$ cat src/rtl/fetch_stage.sv
// Front-end fetch stage: holds the PC, keeps one instruction read in flight, and buffers
// returned words with their PCs in a small FIFO toward decode. A redirect flushes and squashes.
module fetch_stage #(
  parameter logic [31:0] RESET_PC = 32'h1eceb000,
  parameter int unsigned DEPTH    = 2
) (
  input  logic        clk,
  input  logic        rst,
  input  logic        redirect_valid,
  input  logic [31:0] redirect_pc,
  output logic [31:0] imem_addr,
  output logic [3:0]  imem_rmask,
  input  logic [31:0] imem_rdata,
  input  logic        imem_resp,
  output logic        out_valid,
  input  logic        out_ready,
  output logic [31:0] out_pc_curr,
  output logic [31:0] out_pc_next,
  output logic [31:0] out_inst
);

  localparam int unsigned AW = $clog2(DEPTH);
  localparam int unsigned PW = AW + 1;

  typedef enum logic [1:0] {
    IDLE    = 2'd0,
    WAIT    = 2'd1,
    DISCARD = 2'd2
  } state_e;

  state_e        state_q, state_d;
  logic [31:0]   pc_q, pc_d;
  logic [31:0]   addr_q, addr_d;
  logic [PW-1:0] wr_ptr_q, wr_ptr_d;
  logic [PW-1:0] rd_ptr_q, rd_ptr_d;
  logic [31:0]   pc_mem_q   [DEPTH];
  logic [31:0]   pc_mem_d   [DEPTH];
  logic [31:0]   pcn_mem_q  [DEPTH];
  logic [31:0]   pcn_mem_d  [DEPTH];
  logic [31:0]   inst_mem_q [DEPTH];
  logic [31:0]   inst_mem_d [DEPTH];

  logic          full_s;
  logic          empty_s;
  logic          issue_s;
  logic          push_s;
  logic          pop_s;
  logic [3:0]    rmask_s;
  logic [31:0]   addr_s;
  logic [AW-1:0] wr_idx_s;
  logic [AW-1:0] rd_idx_s;
  logic          unused_redirect_lsbs;

  assign unused_redirect_lsbs = ^redirect_pc[1:0];

  assign wr_idx_s = wr_ptr_q[AW-1:0];
  assign rd_idx_s = rd_ptr_q[AW-1:0];
  assign empty_s  = (wr_ptr_q == rd_ptr_q);
  assign full_s   = (wr_ptr_q[PW-1] != rd_ptr_q[PW-1]) && (wr_idx_s == rd_idx_s);
  // A read is only started while held out of reset and with a free slot for its word.
  assign issue_s  = (state_q == IDLE) && !full_s && rst;

  // Next-state, read request, FIFO push/pop and redirect handling.
  always_comb begin
    state_d    = state_q;
    pc_d       = pc_q;
    addr_d     = addr_q;
    wr_ptr_d   = wr_ptr_q;
    rd_ptr_d   = rd_ptr_q;
    pc_mem_d   = pc_mem_q;
    pcn_mem_d  = pcn_mem_q;
    inst_mem_d = inst_mem_q;
    rmask_s    = 4'h0;
    addr_s     = addr_q;
    push_s     = 1'b0;
    pop_s      = 1'b0;

    case (state_q)
      IDLE: begin
        addr_s = pc_q;
        if (issue_s) begin
          rmask_s = 4'hF;
          addr_d  = pc_q;
          state_d = WAIT;
        end else begin
          state_d = IDLE;
        end
      end
      WAIT: begin
        rmask_s = 4'hF;
        if (imem_resp) begin
          push_s  = 1'b1;
          pc_d    = pc_q + 32'd4;
          state_d = IDLE;
        end else begin
          state_d = WAIT;
        end
      end
      DISCARD: begin
        rmask_s = 4'hF;
        if (imem_resp) begin
          state_d = IDLE;
        end else begin
          state_d = DISCARD;
        end
      end
      default: begin
        state_d = IDLE;
      end
    endcase

    if (redirect_valid) begin
      // A read issued this cycle targets the stale pc, so it must be drained as squashed.
      push_s   = 1'b0;
      pc_d     = {redirect_pc[31:2], 2'b00};
      wr_ptr_d = {PW{1'b0}};
      rd_ptr_d = {PW{1'b0}};
      case (state_q)
        IDLE:          state_d = issue_s ? DISCARD : IDLE;
        WAIT, DISCARD: state_d = imem_resp ? IDLE : DISCARD;
        default:       state_d = IDLE;
      endcase
    end else begin
      pop_s = !empty_s && out_ready;
      if (push_s) begin
        pc_mem_d[wr_idx_s]   = pc_q;
        pcn_mem_d[wr_idx_s]  = pc_q + 32'd4;
        inst_mem_d[wr_idx_s] = imem_rdata;
        wr_ptr_d             = wr_ptr_q + {{AW{1'b0}}, 1'b1};
      end else begin
        wr_ptr_d = wr_ptr_q;
      end
      if (pop_s) begin
        rd_ptr_d = rd_ptr_q + {{AW{1'b0}}, 1'b1};
      end else begin
        rd_ptr_d = rd_ptr_q;
      end
    end
  end

  // State, PC, outstanding address, pointers and FIFO storage.
  always_ff @(posedge clk) begin
    if (!rst) begin
      state_q  <= IDLE;
      pc_q     <= RESET_PC;
      addr_q   <= RESET_PC;
      wr_ptr_q <= {PW{1'b0}};
      rd_ptr_q <= {PW{1'b0}};
      for (int i = 0; i < int'(DEPTH); i++) begin
        pc_mem_q[i]   <= 32'd0;
        pcn_mem_q[i]  <= 32'd0;
        inst_mem_q[i] <= 32'd0;
      end
    end else begin
      state_q    <= state_d;
      pc_q       <= pc_d;
      addr_q     <= addr_d;
      wr_ptr_q   <= wr_ptr_d;
      rd_ptr_q   <= rd_ptr_d;
      pc_mem_q   <= pc_mem_d;
      pcn_mem_q  <= pcn_mem_d;
      inst_mem_q <= inst_mem_d;
    end
  end

  assign imem_rmask  = rmask_s;
  assign imem_addr   = addr_s;
  assign out_valid   = !empty_s;
  assign out_pc_curr = empty_s ? 32'd0 : pc_mem_q[rd_idx_s];
  assign out_pc_next = empty_s ? 32'd0 : pcn_mem_q[rd_idx_s];
  assign out_inst    = empty_s ? 32'd0 : inst_mem_q[rd_idx_s];

  fetch_stage_chk u_chk (
    .clk        (clk),
    .rst        (rst),
    .push       (push_s),
    .full       (full_s),
    .rmask      (rmask_s),
    .addr       (addr_s),
    .resp       (imem_resp),
    .out_valid  (out_valid),
    .pc_curr    (out_pc_curr),
    .pc_next    (out_pc_next)
  );

endmodule

// Invariant checker for fetch_stage: FIFO overflow, request address stability, PC pairing.
module fetch_stage_chk (
  input logic        clk,
  input logic        rst,
  input logic        push,
  input logic        full,
  input logic [3:0]  rmask,
  input logic [31:0] addr,
  input logic        resp,
  input logic        out_valid,
  input logic [31:0] pc_curr,
  input logic [31:0] pc_next
);

  a_no_push_full: assert property (@(posedge clk) disable iff (!rst) push |-> !full);

  a_addr_stable: assert property (@(posedge clk) disable iff (!rst)
    (rmask != 4'h0 && !resp) |=> (rmask == 4'h0 || addr == $past(addr)));

  a_pc_next: assert property (@(posedge clk) disable iff (!rst)
    out_valid |-> (pc_next == pc_curr + 32'd4));

endmodule

$ cat config.mk
export PLATFORM = sky130hd
export DESIGN_NAME = fetch_stage
export DESIGN_NICKNAME = d
export VERILOG_FILES = /design/src/rtl/fetch_stage.sv
export SDC_FILE = /design/constraint.sdc
export NUM_CORES = 1
export LEC_CHECK = 0
export ABC_CLOCK_PERIOD_IN_PS = 2500
export CORE_MARGIN = 4
export CORE_UTILIZATION = 54
export DETAILED_ROUTE_END_ITERATION = 8
export PLACE_DENSITY_LB_ADDON = 0.05
export SETUP_SLACK_MARGIN = 0.3
export SYNTH_ARGS = -nofsm -noshare
export SYNTH_HDL_FRONTEND = slang
export SYNTH_HIERARCHICAL = 1
export SYNTH_SLANG_ARGS = --single-unit
$ cat constraint.sdc
create_clock -name clk -period 2.5 [get_ports clk]
set_input_delay 0.5 -clock clk [delete_from_list [all_inputs] [get_ports clk]]
set_output_delay 0.5 -clock clk [all_outputs]
set_load 0.005 [all_outputs]
# After elaboration in Yosys (flattened, before gate mapping)
# Index checks and enable logic that the tools add are counted.
[totals]
elab_cells = 75
ff_bits = 262
[op_classes]
addsub = 3
bitwise = 4
reduce_logical = 16
muxes = 32
n_lt_le_gt_ge = 3
eq_ne = 5
[ops]
columns = ["cell", "n"]
rows = [
  ["32-bit 2-to-1 mux", 17],
  ["64-bit bitwise mux", 3],
  ["32-bit by 3-bit adder with 32-bit output, second input constant", 1],
  ["32-bit demux with 1-bit select", 1],
  ["4-bit one-hot mux with 2 select lines", 1],
  ["2-bit AND reduction", 4],
  ["2-bit 2-to-1 mux", 3],
  ["2-bit one-hot mux with 3 select lines", 1],
  ["1-bit logical AND", 5],
  ["2-bit by 1-bit adder with 2-bit output, second input constant", 2],
  ["2-bit greater-or-equal comparator, second input constant", 2],
  ["1-bit 2-to-1 mux", 4],
  ["4-bit 2-to-1 mux", 1],
  ["1-bit inverter with 2-bit output", 2],
  ["2-bit one-hot mux with 2 select lines", 1],
  ["2-bit nonzero test", 2],
  ["2-bit OR reduction", 2],
  ["2-bit by 1-bit == test with 1-bit output, second input constant", 1],
  ["2-bit == test", 1],
  ["2-bit == test, second input constant", 1],
  ["1-bit zero test", 2],
  ["2-bit zero test", 1],
  ["2-bit by 1-bit less-than comparator with 1-bit output, second input constant", 1],
  ["1-bit inverter", 2],
  ["other kinds (2)", 2],
]

# Depth between registers and ports, before layout
[depth]
ltp_word = 8
ltp_mapped = 9

# Worst setup path after synthesis
# OpenSTA, ideal clock, no wires.
[synth_path]
kind = "input -> output"
start = "input rst"
end = "output imem_rmask[1]"
slack_ns = 0.272
t_arrival_ns = 1.728
stages = 6
required_time_ns = 2.000
cell_sequence = "clkbuf_1 -> clkbuf_1 -> clkbuf_1 -> a21oi_1 -> nor2_1 -> buf_4"
[synth_via]
elab_chain_cells = 3
[synth_lines]
columns = ["element", "line", "rtl"]
rows = [
  ["start: declaration", "8", "input logic rst,"],
  ["1-bit logical AND", "61", "assign issue_s = (state_q == IDLE) && !full_s && rst;"],
  ["4-bit 2-to-1 mux", "81", "if (issue_s) begin"],
  ["4-bit one-hot mux with 2 select lines", "78", "case (state_q)"],
  ["end: declaration", "12", "output logic [3:0] imem_rmask,"],
]
# Every way passes these cells.

# Worst setup path in the final report
[layout_path]
start = "register state_q[0]"
end = "output imem_addr[9]"
[layout_via]
elab_chain_cells = 2
[layout_lines]
columns = ["element", "line", "rtl"]
rows = [
  ["start: declaration", "31", "state_e state_q, state_d;"],
  ["start signal: assignment", "155", "state_q <= state_d;"],
  ["2-bit zero test", "78", ""],
  ["32-bit 2-to-1 mux", "78", ""],
  ["end: declaration", "11", "output logic [31:0] imem_addr,"],
]
# Every way passes these cells.

==> impl_table.tex <==
\begin{tabular}{lr}
\hline
Metric & Value \\
\hline
\multicolumn{2}{l}{\textbf{Floorplanning}} \\
Floorplan die area & 24,500 µm² \\
Initial Utilization & 54.8\% \\
Row Count & 54 \\
Y dimension of the die & 157 µm \\
Width of the chip & 157 µm \\
Number of top-level pins & 202 \\
CORE AREA & 21,800 µm² \\
\multicolumn{2}{l}{\textbf{STA}} \\
Final Hold Viols & 0 \\
Min cycle time layout & 2.48 ns \\
Setup repair after global routing missed its margin & yes \\
Worst Skew & 0.0113 ns \\
Final setup violation count & 0 \\
Final Hold Slack & 0.294 ns \\
Total count of max-transition violations in the final report & 0 \\
Transition time of the tightest slew-check pin & 0.693 ns \\
Share of the cycle needed by the critical path after routing & 99.2\% \\
Max Clk Rate & 403 MHz \\
Rel. slew slack & 53.7\% \\
Setup ws final & 0.0208 ns \\
\multicolumn{2}{l}{\textbf{Job}} \\
Max-cap viol count & 0 \\
\multicolumn{2}{l}{\textbf{Clocking}} \\
Clock buffers created by TritonCTS & 26 \\
TritonCTS clock tree & done \\
Number of buffers inserted by hold repair at cts & 0 \\
Clock slew seen by the registers of the worst setup and hold paths & 0.06 ns \\
Worst skew pair latency & 0.53 ns \\
Deepest clock path buffer count & 3 \\
Depth of the CTS H-tree & 1 \\
Total number of clock tree sinks & 250 \\
Root Driver & clkbuf\_16 \\
\multicolumn{2}{l}{\textbf{Placed design}} \\
Placed cell area & 14,300 µm² \\
Count of input and output buffers & 193 \\
Worst setup slack after placement & 0.102 ns \\
Routability cong. & 0.904 \\
HPWL Detailed & 23,800 µm \\
\multicolumn{2}{l}{\textbf{Logic synthesis}} \\
Proportion of synthesized chip area in sequential cells & 42.0\% \\
Mapped Cells & 1,538 \\
Number of synthesized register bits & 250 \\
Per-instance average area after synthesis & 7.75 µm² \\
Post-synth cell types & 54 \\
EDFF count, synth & 0 \\
YS warnings & 6 \\
Post-Synthesis Cell Area & 11,900 µm² \\
Share of synthesized registers carrying an async set or reset & 0\% \\
Top flip-flop cell by instance count after synthesis & dfxtp\_1 \\
\multicolumn{2}{l}{\textbf{Pwr}} \\
Leakage dissipation & 5.87 nW \\
Cell Pwr Density & 574 nW/µm² \\
Total Power & 9.28 mW \\
Max IR drop VDD & 552 µV \\
\multicolumn{2}{l}{\textbf{Outcome}} \\
Run status & complete, no violations \\
\multicolumn{2}{l}{\textbf{Setup path}} \\
Sort of element at the start of the critical path & register \\
CP dominant cell by count & buf\_6 \\
Chain of cells forming the critical path & inv\_2 > ha\_4 > buf\_6 > buf\_12 > buf\_6 > buf\_16 > mux2\_4 > buf\_6 \\
Worst Path Class, Setup & reg -> out \\
Endpoint arrival time on the critical path & 1.98 ns \\
Kind of cell with the highest combined delay on the critical path & buffers and inverters \\
Worst path slowest cell & dfxtp\_2 \\
Required time at the worst-slack endpoint & 2.00 ns \\
Peak fanout along the critical path & 5 \\
Endpoint type of the worst setup path & primary output \\
Largest incremental delay on the critical path & 0.34 ns \\
Buf+Inv Stages, Crit Path & 6 \\
\multicolumn{2}{l}{\textbf{Drt}} \\
Total vias in the final route & 12,200 \\
Pre-antenna DRT Iters & 5 \\
Average wire per standard cell & 19.5 µm \\
Per-cell via count in the routed design & 6.00 \\
DRC violation total after the first TritonRoute iteration & 1,098 \\
Post-detailed-routing wire length & 39,900 µm \\
Remaining design rule violation count & 0 \\
Number of nets still failing antenna checks after routing & 0 \\
\multicolumn{2}{l}{\textbf{Finish}} \\
Final instance area & 16,200 µm² \\
Diode count & 0 \\
Utilization after layout & 74.3\% \\
Share of cells above drive strength 1 & 21.9\% \\
Layout overhead on the synthesized area & 35.6\% \\
Net count of the finished layout & 1,813 \\
\multicolumn{2}{l}{\textbf{GRT}} \\
Number of antenna violations at the first check in global routing & 0 \\
All-Layer GR Usage & 29.9\% \\
First-pass GRT wire length & 59,700 µm \\
Via count of the first global-routing pass & 11,200 \\
Congestion Overflow GR & 0 \\
Largest net degree at the start of global routing & 72 \\
\multicolumn{2}{l}{\textbf{Hold path}} \\
Kind of path behind the tightest hold check & in -> reg \\
\hline
\end{tabular}
state kept, by name (all words and copies together), names as in the netlist:
signal / cells
pcn_mem_q: 60
inst_mem_q: 64
state_q: 2
pc_q: 30
wr_ptr_q: 2
pc_mem_q: 60
addr_q: 30
rd_ptr_q: 2
what timing repair did:
action | in CTS | in global routing
pin swaps | 13 | 16
setup buffers | 23 | 13
gates cloned | 11 | 6
hold endpoints to repair | 0 | 0
setup endpoints to repair | 127 | 134
gates resized for setup | 319 | 189
final timing paths:
check | from | to | slack (ns) | depth (start not counted)
max | state_q[0] | imem_addr[9] | 0.02 | 8
min | rst | addr_q[26] | 0.29 | 2
max reg2reg | state_q[1] | pc_q[22] | 0.38 | 8
min reg2reg | addr_q[20] | addr_q[20] | 0.45 | 2
kinds of logic after synthesis:
logic type,Yosys count,share of synthesized area (%)
AOI/OAI and AO/OA,314,14.8
xor gates and xnor gates,27,1.98
adders and majority gates,5,0.525
buffers and inverters,171,6.10
DFF,250,42.0
muxes,125,10.8
other,1,0.0314
and+or+nand+nor,645,23.8
cells in the final DEF (no fill, tap or decap), types with 5 or more instances in the layout:
cell type        instances
clkinv_2                13
xor2_1                  11
xnor2_1                 14
clkbuf_2                38
clkbuf_16               33
buf_16                  13
a211oi_1                19
a31oi_1                 32
or3_1                   12
buf_2                   27
nor2_2                  22
clkdlybuf4s50_1         65
nor3_1                  36
buf_12                  16
mux2_4                  19
mux2i_2                 12
and4_1                   8
nand4_1                 17
mux2i_4                  8
dfxtp_1                242
buf_6                   22
a21oi_1                163
or4_1                   13
o21a_1                   9
mux2_2                  11
o21ai_0                 64
mux2i_1                 75
o31ai_1                  9
a311oi_1                 6
nor2_1                 105
buf_8                    5
nand2_1                340
nor2_4                  18
nand3_1                 30
conb_1                   6
dlygate4sd2_1           45
buf_4                   95
and3_1                   7
nor4_1                  19
layout make-up:
cell class,count,area [µm²]
sequential,250,5020
inverter,7,28.8
fill,1642,5580
timing repair buffer,332,3230
clock inverter,16,110
multi-input combinational,1122,6700
tap,280,350
clock buffer,32,724
report_power, final:
group	leakage, nW	switching, mW	internal, mW
Combinational	3.42	0.652	0.634
Sequential	2.03	0.106	4.09
Clock	0.422	1.64	2.16
Yosys cell counts, types with 2 or more instances:
cell type | n | share of area [%]
or2_2 | 2 | 0.10
a211o_1 | 2 | 0.15
nand2_1 | 340 | 11
xnor2_1 | 14 | 1.0
o21a_1 | 9 | 0.57
buf_2 | 13 | 0.55
o31ai_1 | 9 | 0.57
and3_1 | 7 | 0.37
mux2i_1 | 95 | 8.0
and4_1 | 8 | 0.59
nand4b_1 | 3 | 0.22
o21ai_0 | 65 | 2.7
or4_1 | 13 | 0.82
ha_1 | 5 | 0.52
nor4_1 | 19 | 1.0
nor2_1 | 145 | 4.6
nand3_1 | 30 | 1.3
a21oi_1 | 164 | 6.9
clkinv_1 | 2 | 0.063
a311oi_1 | 6 | 0.44
or3_1 | 12 | 0.63
clkbuf_1 | 116 | 3.7
a31oi_1 | 32 | 1.7
nor3_1 | 36 | 1.5
buf_1 | 17 | 0.54
dfxtp_1 | 250 | 42
o41ai_1 | 2 | 0.15
o211ai_1 | 2 | 0.13
buf_4 | 16 | 1.0
mux2_2 | 30 | 2.8
a211oi_1 | 19 | 1.2
inv_1 | 5 | 0.16
xor2_1 | 13 | 0.95
nand4_1 | 17 | 0.89
metrics by stage:
stage | std cells | setup TNS (ns)
after floorplan | 1543 | 0
after global placement | 1938 | 0
after detailed placement | 1938 | 0
after CTS | 2020 | 0
after global routing | 2039 | -0.0124
final | 2039 | 0
routing by layer:
metal	GRT usage [%]	vias up	share of wire, %
met4	8.47	0	2.8
met1	41.6	5860	41
li1	-	5687	-
met2	47.9	591	47
met3	5.34	100	8.8
met5	0	-	0
Power figures use the tool's default switching activity.
